$ cat src/rtl/jpeg_blk_seq.sv
// Block-level sequencer for the quantizer -> RLC -> huffman JPEG pipeline.
// Admits one 8x8 block at a time into the quantizer, tracks occupancy of the
// two SRAM ping-pong banks between the RLC writer and the huffman reader,
// issues per-block huffman starts and flags end of frame.
//
// Ports:
//   clk, srst_n            clock, asynchronous active-low reset
//   start, mode_in         frame start pulse (IDLE only), quant table select
//   in_valid, in_ready     upstream block handshake (in_ready combinational)
//   q_enable, q_mode       one-cycle quantizer enable, latched table select
//   rlc_done, wr_bank      RLC block-written pulse, bank RLC writes next
//   huf_start, rd_bank     one-cycle huffman start, bank huffman reads
//   huf_done               huffman finished current block
//   busy, frame_done       not IDLE, one-cycle end-of-frame pulse
//   blk_cnt                blocks released this frame
//   err                    sticky protocol error, cleared on accepted start
module jpeg_blk_seq #(
    parameter int unsigned BLK_PER_FRAME = 64,
    parameter int unsigned CNT_W         = 10
) (
    input  logic             clk,
    input  logic             srst_n,
    input  logic             start,
    input  logic             mode_in,
    input  logic             in_valid,
    output logic             in_ready,
    output logic             q_enable,
    output logic             q_mode,
    input  logic             rlc_done,
    output logic             wr_bank,
    output logic             huf_start,
    output logic             rd_bank,
    input  logic             huf_done,
    output logic             busy,
    output logic             frame_done,
    output logic [CNT_W-1:0] blk_cnt,
    output logic             err
);

    localparam logic [CNT_W-1:0] LAST_BLK = CNT_W'(BLK_PER_FRAME);
    localparam logic [CNT_W-1:0] CNT_ONE  = CNT_W'(1);

    typedef enum logic {
        IDLE = 1'b0,
        RUN  = 1'b1
    } state_t;

    state_t           state, state_nxt;
    logic [1:0]       occ, occ_nxt;
    logic             inflight, inflight_nxt;
    logic             huf_busy, huf_busy_nxt;
    logic [CNT_W-1:0] issued, issued_nxt;
    logic [CNT_W-1:0] released, released_nxt;
    logic             q_enable_nxt, q_mode_nxt;
    logic             wr_bank_nxt, rd_bank_nxt;
    logic             huf_start_nxt, frame_done_nxt, err_nxt;
    logic             handshake, rlc_ok, huf_ok;

    // Only one block may be in the quantizer/RLC at a time, and only while a
    // bank is free to receive it.
    assign in_ready  = (state == RUN) && !inflight && (occ < 2'd2) && (issued < LAST_BLK);
    assign handshake = in_valid && in_ready;
    assign rlc_ok    = (state == RUN) && rlc_done && inflight;
    assign huf_ok    = (state == RUN) && huf_done && huf_busy;

    assign busy    = (state != IDLE);
    assign blk_cnt = released;

    // State and datapath registers.
    always_ff @(posedge clk or negedge srst_n) begin
        if (!srst_n) begin
            state      <= IDLE;
            occ        <= 2'd0;
            inflight   <= 1'b0;
            huf_busy   <= 1'b0;
            issued     <= '0;
            released   <= '0;
            q_enable   <= 1'b0;
            q_mode     <= 1'b0;
            wr_bank    <= 1'b0;
            rd_bank    <= 1'b0;
            huf_start  <= 1'b0;
            frame_done <= 1'b0;
            err        <= 1'b0;
        end else begin
            state      <= state_nxt;
            occ        <= occ_nxt;
            inflight   <= inflight_nxt;
            huf_busy   <= huf_busy_nxt;
            issued     <= issued_nxt;
            released   <= released_nxt;
            q_enable   <= q_enable_nxt;
            q_mode     <= q_mode_nxt;
            wr_bank    <= wr_bank_nxt;
            rd_bank    <= rd_bank_nxt;
            huf_start  <= huf_start_nxt;
            frame_done <= frame_done_nxt;
            err        <= err_nxt;
        end
    end

    // Next-state and next-output logic.
    always_comb begin
        state_nxt      = state;
        occ_nxt        = occ;
        inflight_nxt   = inflight;
        huf_busy_nxt   = huf_busy;
        issued_nxt     = issued;
        released_nxt   = released;
        q_enable_nxt   = 1'b0;
        q_mode_nxt     = q_mode;
        wr_bank_nxt    = wr_bank;
        rd_bank_nxt    = rd_bank;
        huf_start_nxt  = 1'b0;
        frame_done_nxt = 1'b0;
        err_nxt        = err;

        unique case (state)
            IDLE: begin
                if (start) begin
                    state_nxt    = RUN;
                    q_mode_nxt   = mode_in;
                    occ_nxt      = 2'd0;
                    inflight_nxt = 1'b0;
                    huf_busy_nxt = 1'b0;
                    issued_nxt   = '0;
                    released_nxt = '0;
                    wr_bank_nxt  = 1'b0;
                    rd_bank_nxt  = 1'b0;
                    err_nxt      = 1'b0;
                end
                // Completion events with no frame running are protocol errors.
                if (rlc_done || huf_done) begin
                    err_nxt = 1'b1;
                end
            end

            RUN: begin
                if (handshake) begin
                    q_enable_nxt = 1'b1;
                    inflight_nxt = 1'b1;
                    issued_nxt   = issued + CNT_ONE;
                end

                if (rlc_done) begin
                    if (inflight) begin
                        inflight_nxt = 1'b0;
                        wr_bank_nxt  = ~wr_bank;
                    end else begin
                        err_nxt = 1'b1;
                    end
                end

                if (huf_done) begin
                    if (huf_busy) begin
                        huf_busy_nxt = 1'b0;
                        rd_bank_nxt  = ~rd_bank;
                        released_nxt = released + CNT_ONE;
                        if (released_nxt == LAST_BLK) begin
                            frame_done_nxt = 1'b1;
                            state_nxt      = IDLE;
                        end
                    end else begin
                        err_nxt = 1'b1;
                    end
                end

                // Simultaneous write and release leave occupancy unchanged.
                unique case ({rlc_ok, huf_ok})
                    2'b10:   occ_nxt = occ + 2'd1;
                    2'b01:   occ_nxt = occ - 2'd1;
                    default: occ_nxt = occ;
                endcase

                // Dispatch looks at registered occ/huf_busy, so a release is
                // reflected before the next block is started.
                if ((occ != 2'd0) && !huf_busy && !huf_start) begin
                    huf_start_nxt = 1'b1;
                    huf_busy_nxt  = 1'b1;
                end
            end

            default: state_nxt = IDLE;
        endcase
    end

endmodule

$ cat config.mk
export PLATFORM = sky130hd
export DESIGN_NAME = jpeg_blk_seq
export DESIGN_NICKNAME = d
export VERILOG_FILES = /design/src/rtl/jpeg_blk_seq.sv
export SDC_FILE = /design/constraint.sdc
export NUM_CORES = 1
export LEC_CHECK = 0
export BUFFER_PORTS_ARGS = -buffer_cell sky130_fd_sc_hd__buf_2
export CORE_MARGIN = 2
export CORE_UTILIZATION = 45
export CTS_BUF_LIST = sky130_fd_sc_hd__clkbuf_2
export DETAILED_ROUTE_END_ITERATION = 7
export GPL_ROUTABILITY_DRIVEN = 0
export GPL_TIMING_DRIVEN = 0
export PLACE_DENSITY = 0.74
export REMOVE_ABC_BUFFERS = 1
export SYNTH_ARGS = -nofsm -noshare
export SYNTH_HDL_FRONTEND = slang
export SYNTH_SLANG_ARGS = --single-unit
$ cat constraint.sdc
create_clock -name clk -period 1.85 [get_ports clk]
set_clock_uncertainty 0.2 [all_clocks]
set_input_delay 0.2775 -clock clk [delete_from_list [all_inputs] [get_ports clk]]
set_output_delay 0.2775 -clock clk [all_outputs]
set_load 0.02 [all_outputs]
; Word level (Yosys, flattened, before mapping)
; Index checks and enable logic that the tools add are counted.
[op_classes]
n_mux = 42
n_bitwise = 3
addsub = 4
eq_ne = 12
reduce_logical = 21
n_lt_le_gt_ge = 2
[op_table]
columns = operator, count
row1 = $mux W10, 4
row2 = $pmux W10 S2, 2
row3 = $mux W1, 27
row4 = $add A10 B1 Y10 const B, 2
row5 = $pmux W1 S2, 6
row6 = $eq A10 B7 Y1 const B, 1
row7 = $logic_and A1 B1 Y1, 10
row8 = $lt A10 B7 Y1 const B, 1
row9 = $pmux W2 S2, 2
row10 = $reduce_and A2 Y1, 4
row11 = $ne A2 B1 Y1 const B, 3
row12 = $ne A2 B2 Y1 const B, 3
row13 = $reduce_and A3 Y1, 2
row14 = $logic_not A1 Y1, 3
row15 = $ne A3 B1 Y1 const B, 1
row16 = $ne A3 B2 Y1 const B, 1
row17 = $ne A3 B3 Y1 const B, 1
row18 = $not A1 Y1, 3
row19 = $add A2 B1 Y2 const B, 1
row20 = $eq A2 B1 Y1 const B, 1
row21 = $eq A2 B2 Y1 const B, 1
row22 = $lt A2 B2 Y1 const B, 1
row23 = $mux W2, 1
row24 = $reduce_bool A2 Y1, 1
row25 = 2 further kinds, 2
[word_totals]
output_inout_bits = 19
in_bits = 7
regBits = 32

; Depth between registers and ports, before layout
[depth]
depth_word = 9
mapped_depth = 6
mapped_depth_nobuf = 5

; Least setup slack after synthesis
; OpenSTA, ideal clock, no wires.
[synth_path]
path_kind = register -> register
from = reg released[4], in the netlist blk_cnt[4]
to = reg state, in the netlist busy
arrival_time_ps = 1816
period_less_slack_ps = 2139
t_required_ps = 1526
path_stages_with_launch = 7
slack_ps = -289
cell_sequence = dfrtp_1 buf_6 and3_1 buf_6 or4_4 a32o_1 o31a_1
[synth_via]
elab_chain_cells = 6
[synth_lines]
columns = item, line
row1 = "start, declared", 53  ; logic [CNT_W-1:0] released, released_nxt;
row2 = "start signal, assigned", 91  ; released <= released_nxt;
row3 = $add A10 B1 Y10, 158  ; released_nxt = released + CNT_ONE;
row4 = $eq A10 B7 Y1, 159  ; if (released_nxt == LAST_BLK) begin
row5 = $mux W1, 159
row6 = $mux W1, 155  ; if (huf_busy) begin
row7 = $mux W1, 154  ; if (huf_done) begin
row8 = $pmux W1 S2, 118  ; unique case (state)
row9 = via state_nxt, 48  ; state_t state, state_nxt;
row10 = "end signal, assigned", 86  ; state <= state_nxt;
row11 = "end, declared", 48
; The timed path passes the listed nets, and every way through them passes these cells.
; A chain may end at the register's enable or synchronous reset.

; Final worst setup path
[layout_path]
from = reg released[0], in the netlist blk_cnt[0]
to = reg state, in the netlist busy
; Same word-level chain as after synthesis.

==> summary.txt <==
Synthesis
  – Synth Instances: between 150 and 200
  – Fraction of registers with async set/reset: 100%
  – Number of synthesized flops with an enable pin: 0
  – Post-synth cell types: 44
  – Sequential-to-total area share from yosys stat: about half
  – XOR/XNOR Fraction of Synth Area: 3.17%
  – Post-Synthesis Cell Area: 1660 um^2
  – Post-synthesis mux area share: around 3.8%
  – Synth Area in Adders: 2.26%
  – Synth Flop Type: dfrtp_1
  – Yosys reg bits: 32
  – Synthesis Warnings: 0
  – Avg Inst Size Synth: 9.76 um^2
  – Fraction of the mapped netlist area in compound gates: 15.0%
  – Synth Area in Simple Gates: 23.6%
  – Main combinational cell family by area after synthesis: simple AND/OR/NAND/NOR gates

Detailed routing
  – Vias/cell: 5.59
  – Routed Antenna Nets: 0
  – Via count: between 1000 and 1500
  – Routed wire per std cell: 14.7 um
  – DRC: 0
  – First-pass DRT Iterations: 4
  – Wirelength, routed: between 3000 and 4000 um
  – DR iter-0 viols: 141

Job
  – Max-capacitance violation count: 0

Finish
  – Final Instance Area: 2100 um^2
  – Nets: 225
  – Share of cells above drive strength 1: a little over a third
  – Inserted Diodes: 0
  – Fillers: 307
  – Multi-input combinational cell area: 862 um^2
  – P&R area growth vs syn: 26.7%
  – Final Instance Count excl. Fillers: 263
  – Reg area: 811 um^2

Worst setup path
  – WP data arrival: about 2000 ps
  – Setup crit start kind: register
  – Reg2reg start: blk_cnt[0]
  – Crit. End Element: register
  – Origin of the worst setup path: blk_cnt[0]
  – R2R cell count: 6
  – Worst EP required: between 1500 and 2000 ps
  – Crit path kind: register to register
  – Worst-path maximum fanout: 5

Hold path
  – Hold path cells: 3
  – HP Start: start
  – Worst Hold Class: primary input to register

Global route
  – Global-route wire length before repair: roughly 6400 um
  – Gr usage total: about 20%
  – Initial antenna violation count: 0
  – Grt ovf: 0
  – Largest net degree at the start of global routing: 33
  – Vias in the first global route: 1378

Floorplanning
  – I/O pin cnt: 26
  – Full die area: 4190 um^2
  – Core Box Area: 3610 um^2
  – Die Y: between 60 and 70 um
  – Row count: 22
  – Die W: 64.7 um
  – Initial Util: 46.0%

Timing
  – Fin worst setup slack: -72.5 ps
  – Post-route minimum period: 1920 ps
  – Worst-Margin Slew: 706 ps
  – Slew Limit Headroom: 52.9%
  – FMAX: 520 MHz
  – Endpoints failing hold: 0
  – # setup viols final: 3
  – Slew Viols, Final: 0
  – RSZ-0062 raised after global routing: true
  – Tcrit/Tclk final: 104%

Run status
  – Failing checks: negative setup slack
  – Status: finished with violations

Clock network
  – H-tree Lvls: 2
  – Worst-path clk slew: 150 ps
  – CTS Buffer Depth: 2
  – CTS tree: yes
  – CTS Buf Count: 5
  – Clock Latency Late Sink: 380 ps
  – TritonCTS sink count: 32
  – CTS root buffer: clkbuf_2

Placed design
  – HPWL after detailed placement: 2230 um
  – Area after DPL: 1800 um^2
  – Placed cells: 235
  – Port Buf Inserts: 25

Pwr
  – Max IR drop VDD: between 0.0008 and 0.0009 V
  – Cell Pwr Density: 1180 nW/um^2
  – LEAKAGE: 0.996 nW
## synth_stat cells (3+ instances only)
| cell | number | share of area, % |
|---|---|---|
| nand4_1 | 6 | 2.3 |
| a21oi_1 | 5 | 1.5 |
| inv_1 | 5 | 1.1 |
| o21ai_0 | 15 | 4.5 |
| mux2i_1 | 4 | 2.4 |
| nand2_1 | 17 | 3.8 |
| and2_1 | 3 | 1.1 |
| and3_1 | 7 | 2.6 |
| xnor2_1 | 5 | 2.6 |
| ha_1 | 3 | 2.3 |
| a22o_1 | 4 | 2.1 |
| dfrtp_1 | 32 | 48 |
| nor2_1 | 14 | 3.2 |
| clkbuf_1 | 5 | 1.1 |
| nand3_1 | 8 | 2.4 |
## critical path, cell delays in order, from the launching register on
cell,delay (ps)
dfrtp_2,430
buf_6,110
buf_6,80
nand4_1,80
or4_4,430
a32o_1,260
o31a_1,230
## worst paths after layout
| path | slack, ps | endpoint |
|---|---|---|
| worst max-delay path | -70 | busy |
| worst min-delay path | 70 | busy |
| worst max register to register | -70 | busy |
| worst min register to register | 310 | q_mode |
| max in group asynchronous | 710 | blk_cnt[4] |
| min in group asynchronous | 250 | err |
## per-layer routing
metal	global-route usage (%)	vias to the layer above	routed length, um
met5	0	-	0
met4	7.18	0	40
met3	6.94	6	199
met2	32.5	39	1940
met1	24.7	713	1690
li1	-	712	-
## cells by family after synthesis
group / after synthesis
AND/OR/NAND/NOR: 72
AO/OA/AOI/OAI: 38
flip-flops: 32
buffers and inverters: 13
XOR/XNOR: 6
multiplexers: 6
adder cells (fa/ha/maj): 3
## stage by stage
step                      TNS, ps  utilization (%)  setup WS, ps  hold WS, ps  total power [mW]
after floorplan             -1030                -          -241         -218              1.64
after global placement      -3750             49.9          -420          168              1.86
after detailed placement    -3670             49.9          -400          173              1.88
after CTS                    -224             56.8         -81.0         52.8              2.42
after global routing         -471             58.3          -167         64.6              2.68
final                        -174             58.3         -72.5         74.9              2.49
## power by group
group,switching [mW],leakage [nW],internal [mW]
clock network,0.243,0.0239,0.0777
registers,0.195,0.398,0.884
logic,0.539,0.574,0.546
total,0.978,0.996,1.51
## registers in the layout, indices dropped and copies added (netlist names)
name and count:
blk_cnt 10, busy 1, err 1, frame_done 1, huf_busy 1, huf_start 1
inflight 1, issued 10, occ 2, q_enable 1, q_mode 1, rd_bank 1
wr_bank 1
## repair_timing
action / in CTS / in global routing
hold endpoints to repair: 35 / 0
resized for setup: 27 / 9
hold buffers: 4 / 0
pin swaps: 5 / 3
endpoints found under the setup margin: 21 / 11
setup buffers: 14 / 3
## cell type report
class / instances / area share (%)
Timing Repair Buffer: 46 / 15.1
Sequential cell: 32 / 38.6
Clock inverter: 2 / 0.357
Tap cell: 48 / 2.86
Clock buffer: 5 / 1.19
Inverter: 5 / 0.893
Multi-Input combinational cell: 125 / 41.0
## layout by cell type, fill, tap and decap left out, drive strengths merged, types with 4 or more instances in the layout
cell type,synthesis,final
a22o,4,4
nand4,6,6
a21oi,5,5
nand3,8,8
clkbuf,5,5
o21ai,15,15
nand2,17,17
dlygate4sd3,0,4
dfrtp,32,32
inv,5,5
and3,7,7
buf,3,42
mux2i,4,4
xnor2,5,5
nor2,14,14
No activity file was read; power rests on OpenSTA's default activity.
